==> config.mk <==
export PLATFORM = sky130hd
export DESIGN_NAME = hazard_ctrl
export DESIGN_NICKNAME = d
export VERILOG_FILES = /design/src/rtl/hazard_ctrl.sv
export SDC_FILE = /design/constraint.sdc
export NUM_CORES = 1
export LEC_CHECK = 0
export ABC_AREA = 1
export CAP_MARGIN = 0
export CORE_ASPECT_RATIO = 1.75
export CORE_MARGIN = 2
export CORE_UTILIZATION = 55
export DETAILED_ROUTE_END_ITERATION = 7
export DONT_BUFFER_PORTS = 1
export GPL_TIMING_DRIVEN = 0
export PLACE_DENSITY = 0.7
export SETUP_SLACK_MARGIN = 0.3
export SLEW_MARGIN = 20
export SYNTH_ARGS = -nofsm -noshare
export SYNTH_HDL_FRONTEND = slang
export SYNTH_SLANG_ARGS = --single-unit
==> constraint.sdc <==
create_clock -name clk -period 1.9 [get_ports clk]
set_input_delay 0.38 -clock clk [delete_from_list [all_inputs] [get_ports clk]]
set_output_delay 0.38 -clock clk [all_outputs]
set_load 0.02 [all_outputs]
==> src/rtl/hazard_ctrl.sv <==
// hazard_ctrl: pipeline stall/flush control for load-use, multi-cycle multiply and MEM-resolved branches
module hazard_ctrl #(
  parameter int MULT_LAT = 2
) (
  input  logic        clk,
  input  logic        arst_n,
  input  logic        enable,
  input  logic [4:0]  id_rs1,
  input  logic [4:0]  id_rs2,
  input  logic        id_uses_rs2,
  input  logic [4:0]  ex_rd,
  input  logic        ex_mem_read,
  input  logic        ex_is_mult,
  input  logic        mem_pc_src,
  input  logic        mem_jump,
  output logic        pc_en,
  output logic        if_id_en,
  output logic        id_ex_en,
  output logic        ex_mem_en,
  output logic        mem_wb_en,
  output logic        if_id_flush,
  output logic        id_ex_flush,
  output logic        ex_mem_flush,
  output logic        mult_start,
  output logic        mult_abort,
  output logic        mult_busy,
  output logic [31:0] stall_cnt
);
  typedef enum logic {S_RUN, S_WAIT} state_t;
  localparam logic MULTI = MULT_LAT > 1;
  localparam logic [3:0] CNT_INIT = MULTI ? 4'(MULT_LAT - 2) : 4'd0;
  state_t state, state_nxt;
  logic [3:0] cnt, cnt_nxt;
  logic go, flush, load_use, mstall, lstall;
  always_ff @(posedge clk or negedge arst_n) begin
    if (!arst_n) begin
      state     <= S_RUN;
      cnt       <= '0;
      stall_cnt <= '0;
    end else if (enable) begin
      state <= state_nxt;
      cnt   <= cnt_nxt;
      if (!pc_en && stall_cnt != '1) stall_cnt <= stall_cnt + 32'd1;
    end
  end
  always_comb begin
    state_nxt = flush ? S_RUN : state == S_RUN ? (ex_is_mult && MULTI ? S_WAIT : S_RUN) : (cnt != 4'd0 ? S_WAIT : S_RUN);
    cnt_nxt   = flush ? 4'd0 : state == S_RUN ? (ex_is_mult && MULTI ? CNT_INIT : 4'd0) : (cnt != 4'd0 ? cnt - 4'd1 : 4'd0);
  end
  always_comb begin
    go           = arst_n & enable;
    flush        = go & (mem_pc_src | mem_jump);
    load_use     = ex_mem_read & (ex_rd != 5'd0) & ((ex_rd == id_rs1) | (id_uses_rs2 & (ex_rd == id_rs2)));
    mstall       = go & ~flush & ((state == S_RUN & ex_is_mult & MULTI) | (state == S_WAIT & cnt != 4'd0));
    lstall       = go & ~flush & state == S_RUN & ~ex_is_mult & load_use;
    pc_en        = go & ~mstall & ~lstall;
    if_id_en     = go & ~mstall & ~lstall;
    id_ex_en     = go & ~mstall;
    ex_mem_en    = go;
    mem_wb_en    = go;
    if_id_flush  = flush;
    id_ex_flush  = flush | lstall;
    ex_mem_flush = flush | mstall;
    mult_start   = go & ~flush & state == S_RUN & ex_is_mult;
    mult_abort   = flush & state == S_WAIT;
    mult_busy    = arst_n & state == S_WAIT;
  end
endmodule

After elaboration in Yosys (flattened, before gate mapping) --
Index checks and enable logic that the tools add are counted. Widths: inputs -> output; s select.
Word-level totals: bits in registers 37, word-level logic and storage cells 47
Operators by class: $add $sub $neg 2, equality and inequality tests 3, muxes and demuxes 7, bitwise logic cells 27, reduce and logical (&&, ||, !) cells 5
Operators by type and width (count):
- $add 32x1->32 const B | 1
- $ne 32x32->1 const B | 1
- $and 1x1->1 | 17
- $mux 4 | 3
- $eq 5x5->1 | 2
- $not 1->1 | 5
- $or 1x1->1 | 5
- $reduce_bool 5->1 | 1
- $mux 1 | 4
- $reduce_bool 4->1 | 1
- $sub 4x1->4 const B | 1
- $reduce_and 2->1 | 1
- $logic_and 1x1->1 | 1
- $logic_not 1->1 | 1

Longest topological paths before layout --
Gate-level depths: netlist of run 1.
word-level depth 12, mapped depth 14

Worst setup path after synthesis of run 1 --
Ideal clock, no wire load.
path type flip-flop to output port, start reg cnt[0], end out pc_en, data arrival time 1800 ps, data required time 1520 ps, slack -280 ps, stages on the path, launching flop included 14, cell sequence dfrtp_1 -> inv_1 -> ha_1 -> nand2_1 -> nand2_1 -> o21ai_1 -> nand2_1 -> nand2_1 -> inv_2 -> nand2_1 -> buf_4 -> buf_4 -> inv_1 -> buf_4
On the way: longest elaborated chain between the ends 7
RTL lines:
- start: declaration | line 33 | logic [3:0] cnt, cnt_nxt;
- start signal: assignment | line 42 | cnt <= cnt_nxt;
- $reduce_bool 4->1 | line 54 | mstall = go & ~flush & ((state == S_RUN & ex_is_mult & MULTI) | (state == S_WAIT & cnt != 4'd0));
- $and 1x1->1 | line 54
- $or 1x1->1 | line 54
- $and 1x1->1 | line 54
- $not 1->1
- $and 1x1->1
- net id_ex_en | line 18 | output logic id_ex_en,
- $and 1x1->1 | line 56 | pc_en = go & ~mstall & ~lstall;
- end: declaration | line 16 | output logic pc_en,
The timed path passes the listed nets, and every way through them passes these cells.

Final worst setup path of run 1 --
start reg cnt[1], end out pc_en
The elaborated chain is that of the path after synthesis.

==> reports/qor.txt, run 1 <==
Register Area = 960 µm²
commonest cells after routing, fill and taps aside = 162 x nand2_1, 55 x nor2_1, 54 x inv_1
Max IR drop VDD = 0.673 mV
Fillers = 355
XOR/XNOR share of the synthesized area = 4.01%
Compound-Gate Fraction of Synth Area = 1.63%
Final Cycle Share = 115%
Synth Area in Simple Gates = 49.2%
Worst Skew = 0.00311 ns
CTS tree = done
failing checks = setup timing
Antenna Nets Post-Route = 0
antenna violations before repair = 1
Iter 0 DRT Violations = 295
gr ovfl total = 0
DP Area = 0.00296 mm²
arrival time worst endpoint = 1.81 ns
Setup violations, final = 31
clk buf depth = 2
vias in the first global route = 3366
GPL Wtd Cong = 0.898
Max FO, Critical Path = 2
sequential area share after synthesis = 32.6%
Final Slew Violations = 0
wire per inst = 17.7 µm
Max-Cap Viols = 0
Logic pwr share = 29.0%
layout cells sized above 1 = 26.1%
area occupied by multi-input gates = 0.00177 mm²
residual DRC count = 0
most common cell after layout, fill and taps aside = nand2_1
CP most frequent cell = nand2_2
Post-Layout Inst Area = 0.00381 mm²
Hold WC Path Type = in2reg
clock power share = 28.5%
largest family of logic cells by synthesized area = simple AND/OR/NAND/NOR gates
Adder-Cell Fraction of Synth Area = 1.32%
Internal Power = 1.65 mW
Mapped Avg Cell Area = 6.23 µm²
Least-Margin Pin Slew = 1.03 ns
Yosys reg bits = 37
Sw Pwr = 0.853 mW
GRT Resource Usage Total = 35.2%
# port buffers = 0
Nets = 530
final core occ = 76.5%
largest net degree at the start of global routing = 38
part of the power in registers = 42.5%
root buf cell = clkbuf_8
outcome = finished with violations
post-synthesis mux area share = 0%
layout overhead on the synthesized area = 33.9%
Max stage delay cell, worst path = dfrtp_1
Worst EP required = 1.52 ns
Via density = 5.87
first-pass GRT wire length = 15500 µm
Worst slew margin = 30.7%
drt pass-1 iters = 6
sw frac = 34.0%
row count = 34
clk slew on worst S/H paths = 0.07 ns
CORE AREA = 0.00498 mm²
crit path time final = 2.19 ns
f_max = 456 MHz
Num Clock Sinks = 37
crit-path max cell delay = 0.40 ns
Initial Utilization = 57.1%
Via Count = 3286
crit start category = flop
Gate Count Post-Synth = 456
Die W = 58.3 µm
synthesized area = 0.00284 mm²
Yosys Warn Count = 0
final worst slack = -0.291 ns
Fin. Hold Viols = 0
num ports = 66
DP HPWL = 6210 µm
Cell variety after synth = 26
syn nets = 482
Inserted Clock Buffers = 5
htree depth = 2
Die Ht = 99.1 µm
CP Class = reg2out
setup tns final = -5.48 ns
P_leak = 1.82 nW
Setup crit end kind = output port
full die area = 0.00578 mm²
unrepaired setup endpoints after global routing = yes
PD cells = 658 mW/mm²
total wire length = 9910 µm
Cell Chain, Critical Path = inv_2, ha_4, nand2_2, nand2_2, o21ai_2, nand2_2, nand2_2, inv_4, nand2_4, buf_8, buf_12, clkinv_8, buf_8
clock insertion delay at the later pin of the skew report = 0.29 ns
## cell usage after synthesis (all sizes together)
cell type / number / area share (%)
o22ai: 2 / 0.44
xor2: 9 / 2.8
o21ai: 3 / 0.53
buf: 15 / 3.3
ha: 3 / 1.3
nand3b: 7 / 1.8
dfrtp: 37 / 33
nor2: 64 / 8.8
a21oi: 2 / 0.35
nor3: 7 / 1.6
nand4: 34 / 7.5
xnor2: 4 / 1.2
a2bb2oi: 1 / 0.31
inv: 60 / 7.9
nand2: 178 / 24
nand3: 30 / 5.9
## critical path: cells and delay by family (launching register included)
kind,cells,cell delay [ns]
AND/OR/NAND/NOR,5,0.34
adder cells (fa/ha/maj),1,0.13
flip-flops,1,0.40
AO/OA/AOI/OAI,1,0.07
buffers and inverters,6,0.59
## power by group through the flow
| stage | logic, mW | clock network, mW | registers [mW] |
|---|---|---|---|
| after floorplan | 0.368 | 0 | 1.03 |
| after global placement | 0.429 | 0 | 1.06 |
| after detailed placement | 0.443 | 0 | 1.06 |
| after CTS | 0.656 | 0.726 | 1.05 |
| after global routing | 0.806 | 0.748 | 1.08 |
| final | 0.728 | 0.713 | 1.06 |
## sequential cells by signal, summed over array words and instances (netlist names)
register and flops:
stall_cnt 32, cnt 4, state 1
## stage by stage
stage / hold WS, ns / power (mW) / setup WS [ns] / instances
after detailed placement: 0.0853 / 1.51 / -0.265 / 510
after global placement: 0.0851 / 1.49 / -0.246 / 510
after floorplan: 0.0844 / 1.39 / -0.0504 / 456
final: 0.412 / 2.51 / -0.291 / 560
after CTS: 0.361 / 2.43 / -0.319 / 551
after global routing: 0.448 / 2.63 / -0.358 / 559
## final cells by class
type	instances	share of cell area, %
inverter	60	6.38
tap	54	1.77
multi-input combinational	344	46.5
clock buffer	7	2.27
buffer	15	4.40
timing repair buffer	41	12.6
antenna	1	0.0657
sequential	37	25.2
clock inverter	1	0.789
## cell families after synthesis
logic type	count (synthesis)
AND/OR/NAND/NOR	320
XOR/XNOR	13
AO/OA/AOI/OAI	8
flip-flops	37
buffers and inverters	75
adder cells (fa/ha/maj)	3
## routing by layer
| metal | GRT usage, % | vias up | part of all wire (%) |
|---|---|---|---|
| li1 | - | 1532 | - |
| met1 | 36.1 | 1515 | 33 |
| met2 | 63.4 | 191 | 53 |
| met3 | 5.46 | 48 | 7.6 |
| met4 | 22.0 | 0 | 6.5 |
| met5 | 0 | - | 0 |
## final timing paths
| check | slack, ns | startpoint | depth (start not counted) | end |
|---|---|---|---|---|
| worst max-delay path | -0.29 | cnt[1]$_DFFE_PN0P_ | 13 | pc_en |
| worst min-delay path | 0.41 | enable | 4 | stall_cnt[3]$_DFFE_PN0P_ |
| worst max register to register | -0.23 | cnt[1]$_DFFE_PN0P_ | 17 | stall_cnt[1]$_DFFE_PN0P_ |
| worst min register to register | 0.59 | cnt[3]$_DFFE_PN0P_ | 2 | cnt[3]$_DFFE_PN0P_ |
| max in group asynchronous | 1.14 | arst_n | 2 | stall_cnt[2]$_DFFE_PN0P_ |
| min in group asynchronous | 0.56 | arst_n | 2 | stall_cnt[31]$_DFFE_PN0P_ |
## repair_timing
item | 4_1_cts | 5_1_grt
pin swaps | 16 | 18
gates resized for setup | 63 | 40
gates cloned | 6 | 0
hold endpoints to repair | 37 | 0
setup buffers | 25 | 8
hold buffers | 2 | 0
endpoints found under the setup margin | 38 | 45
Power figures use the tool's default switching activity.
==> inputs of run 2 (changes only) <==
--- a/config.mk
+++ b/config.mk
@@ -10,12 +10,12 @@
 export CORE_ASPECT_RATIO = 1.75
 export CORE_MARGIN = 2
 export CORE_UTILIZATION = 55
+export CTS_BUF_LIST = sky130_fd_sc_hd__clkbuf_2
 export DETAILED_ROUTE_END_ITERATION = 7
 export DONT_BUFFER_PORTS = 1
 export GPL_TIMING_DRIVEN = 0
 export PLACE_DENSITY = 0.7
 export SETUP_SLACK_MARGIN = 0.3
-export SLEW_MARGIN = 20
 export SYNTH_ARGS = -nofsm -noshare
 export SYNTH_HDL_FRONTEND = slang
 export SYNTH_SLANG_ARGS = --single-unit
==> reports/qor.txt, run 2 (synthesized netlist as in run 1, its figures left out) <==
Power Total = 2.29 mW (-8.6%)
CORE AREA = 0.00498 mm² (unchanged)
pre-CTS worst setup slack = -0.265 ns (unchanged)
unrepaired setup endpoints after global routing = yes
worst hold margin = 0.277 ns (-0.135 ns)
Iter 0 DRT Violations = 243 (-18%)
final core occ = 73.1% (-3.4 points)
clk buf depth = 2 (unchanged)
Max IR drop VDD = 0.591 mV (-12%)
gr ovfl total = 0 (unchanged)
crit path time final = 2.32 ns (+0.134 ns)
first-pass GRT wire length = 14500 µm (-6.9%)
htree depth = 2 (unchanged)
GRT Resource Usage Total = 32.5% (-2.7 points)
vias in the first global route = 3191 (-5.2%)
Final Slew Violations = 0 (unchanged)
Num Clock Sinks = 37 (unchanged)
num ports = 66 (unchanged)
P_leak = 1.72 nW (-5.2%)
layout cells sized above 1 = 26.2% (+0.028 points)
GPL Wtd Cong = 0.898 (unchanged)
largest net degree at the start of global routing = 38 (unchanged)
Via Count = 3158 (-3.9%)
Fin. Hold Viols = 0 (unchanged)
Die W = 58.3 µm (unchanged)
final worst slack = -0.425 ns (-0.134 ns)
drt pass-1 iters = 5 (-1)
Setup crit end kind = output port
PD cells = 630 mW/mm² (-4.3%)
clock insertion delay at the later pin of the skew report = 0.39 ns (+0.10 ns)
Largest regs = stall_cnt: 32 flops, cnt: 4 flops, state: 1 flops
total wire length = 9230 µm (-6.9%)
Die Ht = 99.1 µm (unchanged)
Final Cycle Share = 122% (+7.1 points)
Setup violations, final = 23 (-26%)
# port buffers = 0 (unchanged)
Largest Register = stall_cnt
commonest cells after routing, fill and taps aside = 157 x nand2_1, 53 x inv_1, 52 x nor2_1
full die area = 0.00578 mm² (unchanged)
ant diodes = 0 (-1)
Worst EP required = 1.52 ns (about the same)
Initial Utilization = 57.1% (unchanged)
CP Class = reg2out
max FFs per register = 32 (unchanged)
clk slew on worst S/H paths = 0.20 ns (+0.13 ns)
crit start category = flop
arrival time worst endpoint = 1.94 ns (+0.13 ns)
DP HPWL = 6210 µm (unchanged)
outcome = finished with violations
antenna violations before repair = 0 (-1)
Max-Cap Viols = 0 (unchanged)
Fillers = 389 (+9.6%)
residual DRC count = 0 (unchanged)
row count = 34 (unchanged)
setup tns final = -1.33 ns (+4.16 ns)
Worst slew margin = 30.0% (-0.75 points)
root buf cell = clkbuf_2
Via density = 5.77 (-1.6%)
Nets = 518 (-2.3%)
Antenna Nets Post-Route = 0 (unchanged)
most common cell after layout, fill and taps aside = nand2_1
failing checks = setup timing
Hold WC Path Type = in2reg
Least-Margin Pin Slew = 1.04 ns (+0.0111 ns)
Max FO, Critical Path = 2 (unchanged)
CTS tree = done
Worst Skew = 0.0189 ns (+0.0157 ns)
f_max = 430 MHz (-5.8%)
Inserted Clock Buffers = 5 (unchanged)
layout overhead on the synthesized area = 28.0%
wire per inst = 16.9 µm (-4.6%)
==> run 2: area by class of cell <==
cell class              instances  area, µm²  share of cell area [%]
multi-input cells             344       1800                    49.5
flip-flops and latches         37        960                    26.4
repair buffers                 29        333                    9.15
inverters                      60        245                    6.74
plain buffers                  15        168                    4.61
well taps                      54       67.6                    1.86
clock inverters                 2       33.8                   0.928
clock buffers                   6       30.0                   0.825
==> run 2: stage by stage <==
step,instances,instance area (µm²)
floorplan,456,2890
global placement,510,2960
detailed placement,510,2960
CTS,538,3360
global route,547,3640
finish,547,3640
==> run 2: timing repair <==
item                                    in CTS  in global routing
hold endpoints to repair                    37                  0
hold buffers                                 2                  0
pin swaps                                    8                 13
endpoints found under the setup margin      39                 46
gates resized for setup                     60                 46
cloned                                       1                  3
buffers inserted                            17                  6
==> run 2: routing by layer <==
metal | vias up | wire length, µm | GRT usage [%] | share of wire [%]
met2 | 138 | 4990 | 59.7 | 54
met3 | 36 | 634 | 4.94 | 6.9
met5 | - | 0 | 0 | 0
li1 | 1502 | - | - | -
met1 | 1482 | 3090 | 33.1 | 33
met4 | 0 | 512 | 18.8 | 5.5
==> run 2: worst paths after layout <==
kind / start / slack, ns / cells past startpoint / to
min reg2reg: cnt[3]$_DFFE_PN0P_ / 0.60 / 2 / cnt[3]$_DFFE_PN0P_
max: cnt[0]$_DFFE_PN0P_ / -0.42 / 13 / pc_en
min in group asynchronous: arst_n / 0.42 / 2 / stall_cnt[31]$_DFFE_PN0P_
max in group asynchronous: arst_n / 1.26 / 2 / stall_cnt[2]$_DFFE_PN0P_
max reg2reg: cnt[0]$_DFFE_PN0P_ / -0.05 / 15 / stall_cnt[1]$_DFFE_PN0P_
min: enable / 0.28 / 4 / stall_cnt[3]$_DFFE_PN0P_
==> run 2: where the power goes <==
part	internal (mW)	switching, mW	total (mW)
clock	0.225	0.269	0.494
sequential	0.877	0.189	1.07
combinational	0.346	0.385	0.731
total	1.45	0.843	2.29
==> run 2: critical path, stage by stage, from the launching register on <==
cell	delay, ns
dfrtp_1	0.44
inv_2	0.09
ha_4	0.12
nand2_2	0.05
nand2_2	0.07
o21ai_2	0.07
nand2_2	0.09
nand2_2	0.07
inv_4	0.10
nand2_4	0.06
buf_8	0.12
buf_12	0.13
clkinv_8	0.05
buf_8	0.10
